==> src/rtl/cgb_palette_loader_pkg.sv <==
// rtl/cgb_palette_loader_pkg.sv - color-file addresses and built-in compatibility palette sets
package cgb_palette_loader_pkg;

  localparam logic [15:0] BCPS = 16'hFF68;
  localparam logic [15:0] BCPD = 16'hFF69;
  localparam logic [15:0] OCPS = 16'hFF6A;
  localparam logic [15:0] OCPD = 16'hFF6B;

  // Selector byte: palette 0, color 0, auto-increment on.
  localparam logic [7:0] CPS_AUTOINC = 8'h80;

  // Four 15-bit BGR colors per row, color 0 in bits [15:0].
  localparam logic [63:0] SET0_ALL  = {16'h0000, 16'h294A, 16'h56B5, 16'h7FFF};
  localparam logic [63:0] SET1_BG   = {16'h0000, 16'h48E7, 16'h7E10, 16'h7FFF};
  localparam logic [63:0] SET1_OBJ1 = {16'h0000, 16'h0200, 16'h3FE6, 16'h7FFF};
  localparam logic [63:0] SET2_BG   = {16'h0000, 16'h6180, 16'h1BEF, 16'h7FFF};
  localparam logic [63:0] SET2_OBJ1 = {16'h0000, 16'h1CF2, 16'h421F, 16'h7FFF};
  localparam logic [63:0] SET3_ALL  = {16'h7FFF, 16'h56B5, 16'h294A, 16'h0000};

  // OBJ0 always equals BG in every set, so only OBJ1 needs its own row.
  function automatic logic [15:0] set_color(input logic [1:0] set_sel,
                                            input logic       use_obj1,
                                            input logic [1:0] color);
    logic [63:0] row;
    case (set_sel)
      2'd0:    row = SET0_ALL;
      2'd1:    row = use_obj1 ? SET1_OBJ1 : SET1_BG;
      2'd2:    row = use_obj1 ? SET2_OBJ1 : SET2_BG;
      default: row = SET3_ALL;
    endcase
    return row[{color, 4'b0000} +: 16];
  endfunction

  function automatic logic is_cpal_addr(input logic [15:0] addr);
    return (addr == BCPS) || (addr == BCPD) || (addr == OCPS) || (addr == OCPD);
  endfunction

endpackage

==> src/rtl/cgb_palette_loader_if.sv <==
// rtl/cgb_palette_loader_if.sv - loader control, CPU write path and color-file bus bundle
interface cgb_palette_loader_if;

  logic        I_START;
  logic [1:0]  I_SET_SEL;
  logic        I_PAUSE;
  logic [15:0] I_CPU_ADDR;
  logic [7:0]  I_CPU_DATA;
  logic        I_CPU_WE_L;
  logic [15:0] O_MEMBUS_ADDR;
  logic [7:0]  O_DATA;
  logic        O_MEMBUS_WE_L;
  logic        O_BUSY;
  logic        O_DONE;
  logic        O_CPU_DROP;

  modport slave (
    input  I_START, I_SET_SEL, I_PAUSE, I_CPU_ADDR, I_CPU_DATA, I_CPU_WE_L,
    output O_MEMBUS_ADDR, O_DATA, O_MEMBUS_WE_L, O_BUSY, O_DONE, O_CPU_DROP
  );

  modport master (
    output I_START, I_SET_SEL, I_PAUSE, I_CPU_ADDR, I_CPU_DATA, I_CPU_WE_L,
    input  O_MEMBUS_ADDR, O_DATA, O_MEMBUS_WE_L, O_BUSY, O_DONE, O_CPU_DROP
  );

endinterface

==> src/rtl/cgb_palette_loader_rom.sv <==
// rtl/cgb_palette_loader_rom.sv - combinational palette byte lookup by set, table and byte index
module palette_set_rom
  import cgb_palette_loader_pkg::*;
(
  input  logic [1:0] set_sel,
  input  logic       is_obj,
  input  logic [5:0] idx,
  output logic [7:0] rom_byte
);

  logic        use_obj1;
  logic [15:0] color;

  // OBJ palette 0 takes OBJ0 colors, OBJ palettes 1-7 take OBJ1 colors.
  assign use_obj1 = is_obj && (idx[5:3] != 3'd0);
  assign color    = set_color(set_sel, use_obj1, idx[2:1]);
  assign rom_byte = idx[0] ? color[15:8] : color[7:0];

endmodule

==> src/rtl/cgb_palette_loader.sv <==
// rtl/cgb_palette_loader.sv - sequencer that bulk-loads a compatibility palette set into the color file
module cgb_palette_loader
  import cgb_palette_loader_pkg::*;
(
  input  logic                  I_CLK,
  input  logic                  I_RESET,
  cgb_palette_loader_if.slave   bus
);

  typedef enum logic [2:0] {
    ST_IDLE,
    ST_BG_SEL,
    ST_BG_DATA,
    ST_OBJ_SEL,
    ST_OBJ_DATA,
    ST_DONE
  } state_e;

  state_e     state_q, state_d;
  logic [5:0] idx_q, idx_d;
  logic [1:0] set_q, set_d;
  logic       busy_q, busy_d;
  logic       done_q, done_d;
  logic [7:0] rom_byte;

  palette_set_rom u_rom (
    .set_sel  (set_q),
    .is_obj   (state_q == ST_OBJ_DATA),
    .idx      (idx_q),
    .rom_byte (rom_byte)
  );

  always_comb begin
    state_d = state_q;
    idx_d   = idx_q;
    set_d   = set_q;
    case (state_q)
      ST_IDLE: begin
        if (bus.I_START) begin
          set_d   = bus.I_SET_SEL;
          idx_d   = 6'd0;
          state_d = ST_BG_SEL;
        end
      end
      ST_BG_SEL: begin
        if (!bus.I_PAUSE) state_d = ST_BG_DATA;
      end
      ST_BG_DATA: begin
        if (!bus.I_PAUSE) begin
          idx_d = idx_q + 6'd1;
          if (idx_q == 6'd63) state_d = ST_OBJ_SEL;
        end
      end
      ST_OBJ_SEL: begin
        if (!bus.I_PAUSE) state_d = ST_OBJ_DATA;
      end
      ST_OBJ_DATA: begin
        if (!bus.I_PAUSE) begin
          idx_d = idx_q + 6'd1;
          if (idx_q == 6'd63) state_d = ST_DONE;
        end
      end
      ST_DONE: state_d = ST_IDLE;
      default: state_d = ST_IDLE;
    endcase
    busy_d = (state_d == ST_BG_SEL) || (state_d == ST_BG_DATA) ||
             (state_d == ST_OBJ_SEL) || (state_d == ST_OBJ_DATA);
    done_d = (state_d == ST_DONE);
  end

  always_ff @(posedge I_CLK) begin
    if (I_RESET) begin
      state_q <= ST_IDLE;
      idx_q   <= 6'd0;
      set_q   <= 2'd0;
      busy_q  <= 1'b0;
      done_q  <= 1'b0;
    end else begin
      state_q <= state_d;
      idx_q   <= idx_d;
      set_q   <= set_d;
      busy_q  <= busy_d;
      done_q  <= done_d;
    end
  end

  // Paused cycles keep address/data stable because state and idx are frozen.
  always_comb begin
    bus.O_MEMBUS_ADDR = bus.I_CPU_ADDR;
    bus.O_DATA        = bus.I_CPU_DATA;
    bus.O_MEMBUS_WE_L = bus.I_CPU_WE_L;
    case (state_q)
      ST_BG_SEL: begin
        bus.O_MEMBUS_ADDR = BCPS;
        bus.O_DATA        = CPS_AUTOINC;
        bus.O_MEMBUS_WE_L = bus.I_PAUSE;
      end
      ST_BG_DATA: begin
        bus.O_MEMBUS_ADDR = BCPD;
        bus.O_DATA        = rom_byte;
        bus.O_MEMBUS_WE_L = bus.I_PAUSE;
      end
      ST_OBJ_SEL: begin
        bus.O_MEMBUS_ADDR = OCPS;
        bus.O_DATA        = CPS_AUTOINC;
        bus.O_MEMBUS_WE_L = bus.I_PAUSE;
      end
      ST_OBJ_DATA: begin
        bus.O_MEMBUS_ADDR = OCPD;
        bus.O_DATA        = rom_byte;
        bus.O_MEMBUS_WE_L = bus.I_PAUSE;
      end
      default: ;
    endcase
  end

  assign bus.O_BUSY     = busy_q;
  assign bus.O_DONE     = done_q;
  assign bus.O_CPU_DROP = busy_q && !bus.I_CPU_WE_L && is_cpal_addr(bus.I_CPU_ADDR);

endmodule

==> src/flat_wrapper.sv <==
// flat-port wrapper written by rule: the top's interface ports become plain ports
module cgb_palette_loader_flat import cgb_palette_loader_pkg::*;
  (I_CLK, I_RESET, bus_I_START, bus_I_SET_SEL, bus_I_PAUSE, bus_I_CPU_ADDR, bus_I_CPU_DATA, bus_I_CPU_WE_L, bus_O_MEMBUS_ADDR, bus_O_DATA, bus_O_MEMBUS_WE_L, bus_O_BUSY, bus_O_DONE, bus_O_CPU_DROP);
  cgb_palette_loader_if bus_i ();
  input  logic I_CLK;
  input  logic I_RESET;
  input wire logic [$bits(bus_i.I_START)-1:0] bus_I_START;
  input wire logic [$bits(bus_i.I_SET_SEL)-1:0] bus_I_SET_SEL;
  input wire logic [$bits(bus_i.I_PAUSE)-1:0] bus_I_PAUSE;
  input wire logic [$bits(bus_i.I_CPU_ADDR)-1:0] bus_I_CPU_ADDR;
  input wire logic [$bits(bus_i.I_CPU_DATA)-1:0] bus_I_CPU_DATA;
  input wire logic [$bits(bus_i.I_CPU_WE_L)-1:0] bus_I_CPU_WE_L;
  output wire logic [$bits(bus_i.O_MEMBUS_ADDR)-1:0] bus_O_MEMBUS_ADDR;
  output wire logic [$bits(bus_i.O_DATA)-1:0] bus_O_DATA;
  output wire logic [$bits(bus_i.O_MEMBUS_WE_L)-1:0] bus_O_MEMBUS_WE_L;
  output wire logic [$bits(bus_i.O_BUSY)-1:0] bus_O_BUSY;
  output wire logic [$bits(bus_i.O_DONE)-1:0] bus_O_DONE;
  output wire logic [$bits(bus_i.O_CPU_DROP)-1:0] bus_O_CPU_DROP;
  assign bus_i.I_START = bus_I_START;
  assign bus_i.I_SET_SEL = bus_I_SET_SEL;
  assign bus_i.I_PAUSE = bus_I_PAUSE;
  assign bus_i.I_CPU_ADDR = bus_I_CPU_ADDR;
  assign bus_i.I_CPU_DATA = bus_I_CPU_DATA;
  assign bus_i.I_CPU_WE_L = bus_I_CPU_WE_L;
  assign bus_O_MEMBUS_ADDR = bus_i.O_MEMBUS_ADDR;
  assign bus_O_DATA = bus_i.O_DATA;
  assign bus_O_MEMBUS_WE_L = bus_i.O_MEMBUS_WE_L;
  assign bus_O_BUSY = bus_i.O_BUSY;
  assign bus_O_DONE = bus_i.O_DONE;
  assign bus_O_CPU_DROP = bus_i.O_CPU_DROP;
  cgb_palette_loader u_core (.I_CLK(I_CLK), .I_RESET(I_RESET), .bus(bus_i));
endmodule
==> config.mk <==
export PLATFORM = sky130hd
export DESIGN_NAME = cgb_palette_loader_flat
export DESIGN_NICKNAME = d
export VERILOG_FILES = /design/src/rtl/cgb_palette_loader_pkg.sv /design/src/rtl/cgb_palette_loader_if.sv /design/src/rtl/cgb_palette_loader_rom.sv /design/src/rtl/cgb_palette_loader.sv /design/src/flat_wrapper.sv
export SDC_FILE = /design/constraint.sdc
export NUM_CORES = 1
export LEC_CHECK = 0
export BUFFER_PORTS_ARGS = -buffer_cell sky130_fd_sc_hd__buf_4
export CORE_ASPECT_RATIO = 1.2
export CORE_MARGIN = 8
export CORE_UTILIZATION = 44
export CTS_CLUSTER_DIAMETER = 100
export DETAILED_ROUTE_END_ITERATION = 12
export GPL_TIMING_DRIVEN = 0
export PLACE_DENSITY = 0.84
export SLEW_MARGIN = 25
export SYNTH_ARGS = -nofsm -noshare
export SYNTH_HDL_FRONTEND = slang
export SYNTH_SLANG_ARGS = --single-unit
==> constraint.sdc <==
create_clock -name I_CLK -period 1.8 [get_ports I_CLK]
set_input_delay 0.09 -clock I_CLK [delete_from_list [all_inputs] [get_ports I_CLK]]
set_output_delay 0.09 -clock I_CLK [all_outputs]
set_load 0.02 [all_outputs]
==> flow_summary.yaml, run 1 <==
run_status:
  status: "finished with violations"
  failed_checks: "setup timing"
critical_path:
  crit_buf_inv: 2
  cp_num_cells: 7
  critPathLaunchType: "flop"
  crit_type: "flop to output pin"
  required_ps: 1710
  rr_worst_depth: 6
  timing.rr.end: "u_core.idx_q[5]"
  cp_top_family: "compound AO/OA/AOI/OAI gates"
  r2r-start: "u_core.state_q[2]"
  worstSetupEndpoint: "bus_O_DATA[4]"
  endpoint_kind: "output pin"
  reg2reg_slack_ps: 90
  critPathMaxFanout: 4
  path_cells: "or3b_4, buf_12, nor2_4, o21ai_2, a22o_1, o41ai_4, buf_4"
  critPathSlowestCell: "or3b_4"
  critical_path_arrival_ps: 2230
  max_stage_delay_ps: 430
  setup.worst_path.start: "u_core.state_q[1]"
synth:
  synthArstFlopShare_pct: 0
  synth_cells: 199
  yosysWarnings: 0
  avgSynthCellArea_um2: 7.12
  synth_edf_count: 0
  yosysMostFrequentCell: "nand2b_1"
  synth_xor_xnor_area_share_pct: 4.32
  syn-num-nets: 231
  synthAdderAreaFrac_pct: 0.883
  synthTopCellsByArea: "dfxtp_1, nand2b_1, a21oi_1, nand2_1, nor2_1"
  synth_commonest_cells: "nand2b_1, nand2_1, nor2_1"
  ys_types: 60
  syn-cell-area_um2: 1420
  synthMuxAreaShare_pct: 2.91
  ys_ff_latch: 13
  synth_top_area_cell: "dfxtp_1"
  synth.yosys.seq_area_share_pct: 18.4
  synth_top_area_share_pct: 18.4
  synth_compound_area_share_pct: 29.5
  synthFlopType: "dfxtp_1"
  synth_top_family_by_area: "simple AND/OR/NAND/NOR gates"
  yosys.area_share.simple_pct: 38.2
layout:
  final_util_pct: 72.4
  drive_above_1_share_pct: 42.8
  synthToLayoutAreaGrowth_pct: 57.5
  antenna_cells: 0
  nets: 304
  fillers: 239
clocking:
  insertion_delay_ps: 290
  cts.sinks: 13
  cts_buffer_depth: 2
  cts_max_level: 1
  cts_root_buffer: "clkbuf_4"
  cts_tree: "done"
  clkTransAtPathRegs_ps: 90
  cts_buffers: 3
  postCtsHoldBufs: 0
die:
  dieArea_um2: 5300
  rows: 22
  io_pins: 59
  die_w_um: 67.8
  core_um2: 3080
  initial_core_util_pct: 46.0
  die_height_um: 78.2
timing:
  finalCriticalPeriod_ps: 2320
  clock_skew_ps: 11.3
  setup_viol: 9
  slew_headroom_pct: 64.0
  post-route-worst-setup-slack_ps: -515
  worstMarginPinSlew_ps: 534
  fin_crit_sh_pct: 129
  rsz0062_at_grt: "yes"
  finalHoldViolCount: 0
  timing.fmax_mhz: 432
  slew_violations: 0
power_and_ir_drop:
  total_power_mw: 1.07
  leakagePower_nw: 0.943
  p_per_area_nw_per_um2: 479
  irDropWorstVdd_uv: 515
placement:
  gp_congestion: 0.953
  post-dp-hpwl_um: 3700
  post-place-ws_ps: -329
  io_buffers: 57
detailed_routing:
  vias: 1832
  drc: 0
  drt_iter0_drc: 170
  vias_per_cell: 5.97
  wirelength_um: 5230
  wire_per_inst_um: 17.0
  drt_first_pass_iters: 4
  ant_nets: 0
global_routing:
  grt_pass1_vias: 1665
  grt_max_degree: 11
  grt_pass1_wl_um: 7790
  antenna_found_initial: 0
  overflow: 0
  grt_usage_pct: 17.9
job:
  maxCapViolCount: 0
worst_hold_path:
  hold_class: "input pin to flop"
  hold_path_depth: 3
cell usage in the layout, fill, tap and decap left out, types with 3 or more instances in the layout:
| master | netlist | routed |
|---|---|---|
| a211oi_1 | 4 | 4 |
| a21oi_1 | 14 | 12 |
| a221o_1 | 3 | 3 |
| and2_1 | 8 | 8 |
| buf_4 | 1 | 66 |
| buf_6 | 1 | 8 |
| clkbuf_1 | 10 | 4 |
| clkbuf_2 | 0 | 3 |
| clkbuf_4 | 0 | 3 |
| dfxtp_1 | 13 | 9 |
| mux2i_1 | 3 | 3 |
| nand2_1 | 17 | 15 |
| nand2b_1 | 18 | 18 |
| nand3_1 | 6 | 6 |
| nor2_1 | 16 | 14 |
| nor2b_1 | 8 | 6 |
| o21ai_0 | 10 | 7 |
| o21ai_2 | 1 | 4 |
| xnor2_1 | 5 | 5 |
layer usage:
metal | GRT usage [%] | part of all wire [%] | routed length, um | vias to the layer above
li1 | - | - | - | 878
met1 | 20.8 | 38 | 1980 | 844
met2 | 32.4 | 52 | 2710 | 90
met3 | 1.85 | 7.2 | 376 | 20
met4 | 6.16 | 3.0 | 158 | 0
met5 | 0 | 0 | 0 | -
how the worst min path moves through the flow:
stage                                  to  slack [ps]              from
after floorplan           u_core.set_q[0]         240  bus_I_SET_SEL[0]
after global placement    u_core.set_q[0]         330  bus_I_SET_SEL[0]
after detailed placement  u_core.set_q[0]         340  bus_I_SET_SEL[0]
after CTS                 u_core.set_q[1]          50  bus_I_SET_SEL[1]
after global routing      u_core.set_q[1]          40  bus_I_SET_SEL[1]
final                     u_core.set_q[1]          40  bus_I_SET_SEL[1]
timing repair:
action / CTS / global route
endpoints found under the hold margin: 0 / 0
gates resized for setup: 40 / 23
pin swaps: 14 / 14
setup endpoints to repair: 24 / 24
buffers inserted: 7 / 7
worst reg2reg max path, stage by stage (launching register included):
cell	delay [ps]
dfxtp_4	350
buf_4	170
clkbuf_2	230
nand2_1	160
a2111oi_1	480
xnor2_1	170
nor2_1	50
registers in the layout, summed over array words and instances, names as in the netlist:
name               flops
u_core.idx_q           6
u_core.state_q         3
u_core.set_q           2
u_core.bus.O_BUSY      1
u_core.bus.O_DONE      1
kinds of logic (layout without fill, tap and decap cells):
group / count (synthesis) / in the layout
muxes: 4 / 4
buffers and inverters: 18 / 90
and+or+nand+nor: 97 / 97
AOI/OAI and AO/OA: 59 / 59
xor gates and xnor gates: 7 / 7
DFF: 13 / 13
adders and majority gates: 1 / 1
final cells by class:
class                           count  area [um^2]  share of cell area, %
Tap cell                           36         45.0                   2.02
Buffer                             13         93.8                   4.20
Clock buffer                        4         26.3                   1.18
Timing Repair Buffer               71          561                   25.1
Sequential cell                    13          270                   12.1
Multi-Input combinational cell    168         1220                   54.8
Inverter                            2         12.5                  0.560
power by group:
part	internal, mW	switching [mW]	total, mW	leakage [nW]
Clock	0.0863	0.106	0.192	0.0150
Combinational	0.269	0.302	0.571	0.820
Sequential	0.298	0.00880	0.306	0.108
metrics by stage:
stage	TNS, ps	instances	instance area [um^2]	hold WS, ps
after global placement	-2340	292	1920	328
after global routing	-4120	307	2230	37.1
after floorplan	-236	199	1450	237
after CTS	-3360	301	2110	46.9
after detailed placement	-2640	292	1920	341
final	-3480	307	2230	43.2
Note: power is estimated with default switching activity, not from simulation.
==> run 2: changes to the inputs <==
CELL_PAD_IN_SITES_DETAIL_PLACEMENT = 2   (was unset)
CELL_PAD_IN_SITES_GLOBAL_PLACEMENT = 2   (was unset)
CORE_UTILIZATION = 23   (was 44)
==> run 2 against run 1 <==
The run still ends with setup timing left. Critical path depth unchanged. Core utilization shrank 33 points. Global-route usage fell by 2.0 points. Power grew 11%. Sequential share of layout area shrank 0.69 points. Cell count up 17%. Worst hold slack better by 58 ps. Design area grew 7.5%.
==> flow_summary.yaml, run 2 (synthesized netlist as in run 1, its figures left out) <==
worst_hold_path:
  holdPathEnd: "u_core.set_q[1]"
  hold_class: "input pin to flop"
  hold_path_depth: 3
  holdCritStartpoint: "bus_I_SET_SEL[1]"
layout:
  layout_common_cells: "buf_4, nand2b_1, nand2_1"
  fillers: 688
  final_cells: 360
  drive_above_1_share_pct: 47.1
  final_common_cell: "buf_4"
  final_util_pct: 39.9
  largest_reg_flops: 6
  nets: 311
  synthToLayoutAreaGrowth_pct: 69.4
  top_register: "u_core.idx_q"
  antenna_cells: 0
  top_regs: "u_core.idx_q x6, u_core.state_q x3, u_core.set_q x2"
detailed_routing:
  drt_first_pass_iters: 4
  vias_per_cell: 5.32
  vias: 1916
  wire_per_inst_um: 22.2
  drt_iter0_drc: 70
  wirelength_um: 8000
  drc: 0
  ant_nets: 0
clocking:
  cts_max_level: 1
  cts.sinks: 13
  cts_tree: "done"
  cts_buffers: 3
  cts_root_buffer: "clkbuf_8"
  clkTransAtPathRegs_ps: 60
  insertion_delay_ps: 240
  cts_buffer_depth: 2
  postCtsHoldBufs: 0
critical_path:
  reg2reg_slack_ps: 30
  r2r-start: "u_core.idx_q[1]"
  max_stage_delay_ps: 370
  crit_buf_inv: 2
  endpoint_kind: "output pin"
  critical_path_arrival_ps: 2200
  required_ps: 1710
  rr_worst_depth: 6
  timing.rr.end: "u_core.idx_q[5]"
  path_common_cell: "buf_6"
  critPathSlowestCell: "or3b_4"
  path_cells: "or3b_4, buf_6, o21ai_2, a21oi_2, or3b_1, a221o_1, buf_6"
  crit_type: "flop to output pin"
  critPathLaunchType: "flop"
  cp_top_family: "simple AND/OR/NAND/NOR gates"
  critPathMaxFanout: 7
timing:
  slew_violations: 0
  finalCriticalPeriod_ps: 2290
  worstMarginPinSlew_ps: 590
  clock_skew_ps: 2.54
  post-route-worst-setup-slack_ps: -488
  slew_headroom_pct: 60.6
  rsz0062_at_grt: "yes"
  fin_crit_sh_pct: 127
  setup_viol: 8
  timing.fmax_mhz: 437
  finalHoldViolCount: 0
global_routing:
  overflow: 0
  grt_usage_pct: 15.9
  grt_pass1_wl_um: 11200
  antenna_found_initial: 0
  grt_max_degree: 11
  grt_pass1_vias: 2125
power_and_ir_drop:
  leakagePower_nw: 0.988
  irDropWorstVdd_uv: 236
  p_per_area_nw_per_um2: 496
die:
  rows: 31
  initial_core_util_pct: 23.6
  die_height_um: 102
  die_w_um: 87.7
  io_pins: 59
  dieArea_um2: 8940
  core_um2: 6010
placement:
  gp_congestion: 0.849
  post-dp-hpwl_um: 5010
  post-place-ws_ps: -441
  placedCellCount: 338
  io_buffers: 57
run_status:
  failed_checks: "setup timing"
  status: "finished with violations"
job:
  maxCapViolCount: 0
==> run 2: timing repair <==
| item | in CTS | in global routing |
|---|---|---|
| setup endpoints to repair | 24 | 27 |
| pin swaps | 8 | 12 |
| hold endpoints to repair | 0 | 0 |
| gates cloned | 0 | 0 |
| resized for setup | 50 | 30 |
| setup buffers | 8 | 11 |
==> run 2: stage by stage <==
stage,TNS (ps),hold slack [ps],area [um^2],power (mW)
2_1_floorplan,-236,237,1450,0.604
3_3_place_gp,-4900,329,1980,0.821
3_5_place_dp,-5920,360,1980,0.835
4_1_cts,-2910,106,2230,1.15
5_1_grt,-3970,117,2400,1.24
6_report,-3510,101,2400,1.19
==> run 2: final cells by class <==
type	instances	area, um^2	area share (%)
multi-input combinational	168	1260	52.4
timing repair buffer	76	594	24.8
clock buffer	4	45.0	1.88
buffer	15	115	4.79
tap	82	103	4.27
inverter	2	12.5	0.521
sequential	13	274	11.4
==> run 2: power by group <==
group / switching, mW / internal, mW
sequential: 0.0108 / 0.299
clock: 0.107 / 0.156
combinational: 0.340 / 0.278
==> run 2: tightest hold or removal path, delay by kind of cell <==
family                 cells  cell delay, ps
buffers and inverters      1              80
and+or+nand+nor            1              80
muxes                      1              60
==> run 2: worst max path at each step <==
stage	startpoint	endpoint	slack, ps	depth (start not counted)
floorplan	u_core.state_q[2]	bus_O_DATA[2]	-100	7
global placement	u_core.state_q[1]	bus_O_DATA[1]	-410	7
detailed placement	u_core.state_q[1]	bus_O_DATA[1]	-440	7
CTS	u_core.state_q[0]	bus_O_DATA[2]	-440	7
global route	u_core.state_q[0]	bus_O_DATA[2]	-540	7
finish	u_core.state_q[0]	bus_O_DATA[2]	-490	7
==> run 2: routing by layer <==
| layer | vias to the layer above | routed length, um | global-route usage [%] |
|---|---|---|---|
| met1 | 951 | 3050 | 16.7 |
| li1 | 892 | - | - |
| met5 | - | 0 | 0 |
| met4 | 0 | 250 | 3.45 |
| met3 | 18 | 288 | 1.77 |
| met2 | 55 | 4410 | 32.2 |
==> run 3: changes to the inputs <==
SKIP_LAST_GASP = 1   (was unset)
==> run 3 against run 2 <==
The flow still finishes with violations (setup timing). Worst setup slack lost 48 ps. Cell count grew 1.1%. Clock skew grew 1.8 ps. First-iteration DRC count shrank 10%. Global-route usage is essentially flat. Power grew 7.6%. Via count grew 4.2%. Worst hold slack gained 18 ps.
==> flow_summary.yaml, run 3 (synthesized netlist as in run 1, its figures left out) <==
run_status:
  status: "finished with violations"
  failed_checks: "setup timing"
critical_path:
  critPathSlowestCell: "or3b_4"
  crit_buf_inv: 1
  endpoint_kind: "output pin"
  critical_path_arrival_ps: 2250
  r2r-start: "u_core.state_q[2]"
  critPathMaxFanout: 7
  reg2reg_slack_ps: -10
  max_stage_delay_ps: 450
  cp_num_cells: 6
  path_cells: "or3b_4, o21ai_2, a21oi_2, or3b_1, a221o_1, buf_6"
  required_ps: 1710
  setup.worst_path.start: "u_core.state_q[2]"
  rr_worst_depth: 6
  worstSetupEndpoint: "bus_O_DATA[2]"
  crit_type: "flop to output pin"
  cp_top_family: "simple AND/OR/NAND/NOR gates"
  critPathLaunchType: "flop"
  timing.rr.end: "u_core.idx_q[5]"
layout:
  top_regs: "u_core.idx_q x6, u_core.state_q x3, u_core.set_q x2"
  fillers: 682
  nets: 315
  top_register: "u_core.idx_q"
  final_common_cell: "buf_4"
  largest_reg_flops: 6
  layout_common_cells: "buf_4, nand2b_1, buf_6"
  drive_above_1_share_pct: 46.8
  synthToLayoutAreaGrowth_pct: 74.1
  antenna_cells: 0
timing:
  slew_violations: 0
  clock_skew_ps: 4.37
  post-route-worst-setup-slack_ps: -536
  timing.fmax_mhz: 428
  fin_crit_sh_pct: 130
  finalCriticalPeriod_ps: 2340
  worstMarginPinSlew_ps: 580
  setup_viol: 23
  slew_headroom_pct: 61.3
  hold_ws_ps: 119
  rsz0062_at_grt: "yes"
  finalHoldViolCount: 0
global_routing:
  grt_max_degree: 11
  grt_usage_pct: 15.9
  antenna_found_initial: 0
  grt_pass1_wl_um: 11200
  overflow: 0
  grt_pass1_vias: 2213
clocking:
  cts_max_level: 1
  insertion_delay_ps: 240
  cts_root_buffer: "clkbuf_8"
  cts.sinks: 13
  cts_buffers: 3
  cts_buffer_depth: 2
  clkTransAtPathRegs_ps: 60
  cts_tree: "done"
die:
  core_um2: 6010
  rows: 31
  die_w_um: 87.7
  dieArea_um2: 8940
  die_height_um: 102
  initial_core_util_pct: 23.6
  io_pins: 59
detailed_routing:
  wire_per_inst_um: 23.7
  vias_per_cell: 5.48
  drc: 0
  drt_first_pass_iters: 4
  wirelength_um: 8640
  vias: 1996
  drt_iter0_drc: 63
  ant_nets: 0
power_and_ir_drop:
  leakagePower_nw: 1.02
  irDropWorstVdd_uv: 229
  total_power_mw: 1.28
  p_per_area_nw_per_um2: 519
placement:
  post-dp-hpwl_um: 5010
  gp_congestion: 0.849
  io_buffers: 57
job:
  maxCapViolCount: 0
worst_hold_path:
  hold_class: "input pin to flop"
==> run 3: cell count changes in the layout (fill, tap and decap cells not counted), sizes merged <==
cell  delta
buf      +4
==> run 3: worst min-delay path by stage <==
stage	from	cells after the start	to	slack, ps
4_1_cts	bus_I_SET_SEL[1]	3	u_core.set_q[1]	110
3_3_place_gp	bus_I_SET_SEL[1]	3	u_core.set_q[1]	330
6_report	bus_I_SET_SEL[0]	3	u_core.set_q[0]	120
5_1_grt	bus_I_SET_SEL[0]	3	u_core.set_q[0]	120
3_5_place_dp	bus_I_SET_SEL[1]	3	u_core.set_q[1]	360
2_1_floorplan	bus_I_SET_SEL[0]	2	u_core.set_q[0]	240
==> run 3: per-stage QoR <==
step,TNS [ps],utilization [%],area (um^2),setup slack [ps],std cells
CTS,-2920,36.8,2210,-437,349
global placement,-4900,32.9,1980,-409,338
global route,-6330,41.0,2470,-665,364
detailed placement,-5920,32.9,1980,-441,338
floorplan,-236,-,1450,-96.7,199
finish,-4610,41.0,2470,-536,364
==> run 3: cell type report <==
class	instances	area, um^2	area share [%]
tap	82	103	4.16
sequential	13	273	11.1
multi-input combinational	168	1270	51.3
buffer	14	108	4.36
clock buffer	4	45.0	1.83
timing repair buffer	81	661	26.8
inverter	2	12.5	0.507
==> run 3: worst reg2reg max path: cells and delay by family, from the launching register on <==
kind | cells | cell delay (ps)
flops | 1 | 350
simple gates | 2 | 290
compound gates | 1 | 440
buf+inv | 2 | 450
xor+xnor | 1 | 170
==> run 3: per-layer routing <==
metal	share of wire [%]	up-vias	GRT usage, %
met5	0	-	0
met4	3.6	0	6.50
met3	3.0	25	1.85
met2	56	56	31.5
met1	37	1013	16.1
li1	-	902	-
==> run 3: timing repair <==
item,CTS,global route
hold buffers,0,0
gates resized for setup,47,38
pin swaps,8,10
setup buffers,8,15
cloned,0,1
setup endpoints to repair,24,29
==> run 3: power breakdown <==
part,switching (mW),internal [mW]
clock,0.109,0.156
combinational,0.374,0.331
sequential,0.0118,0.299
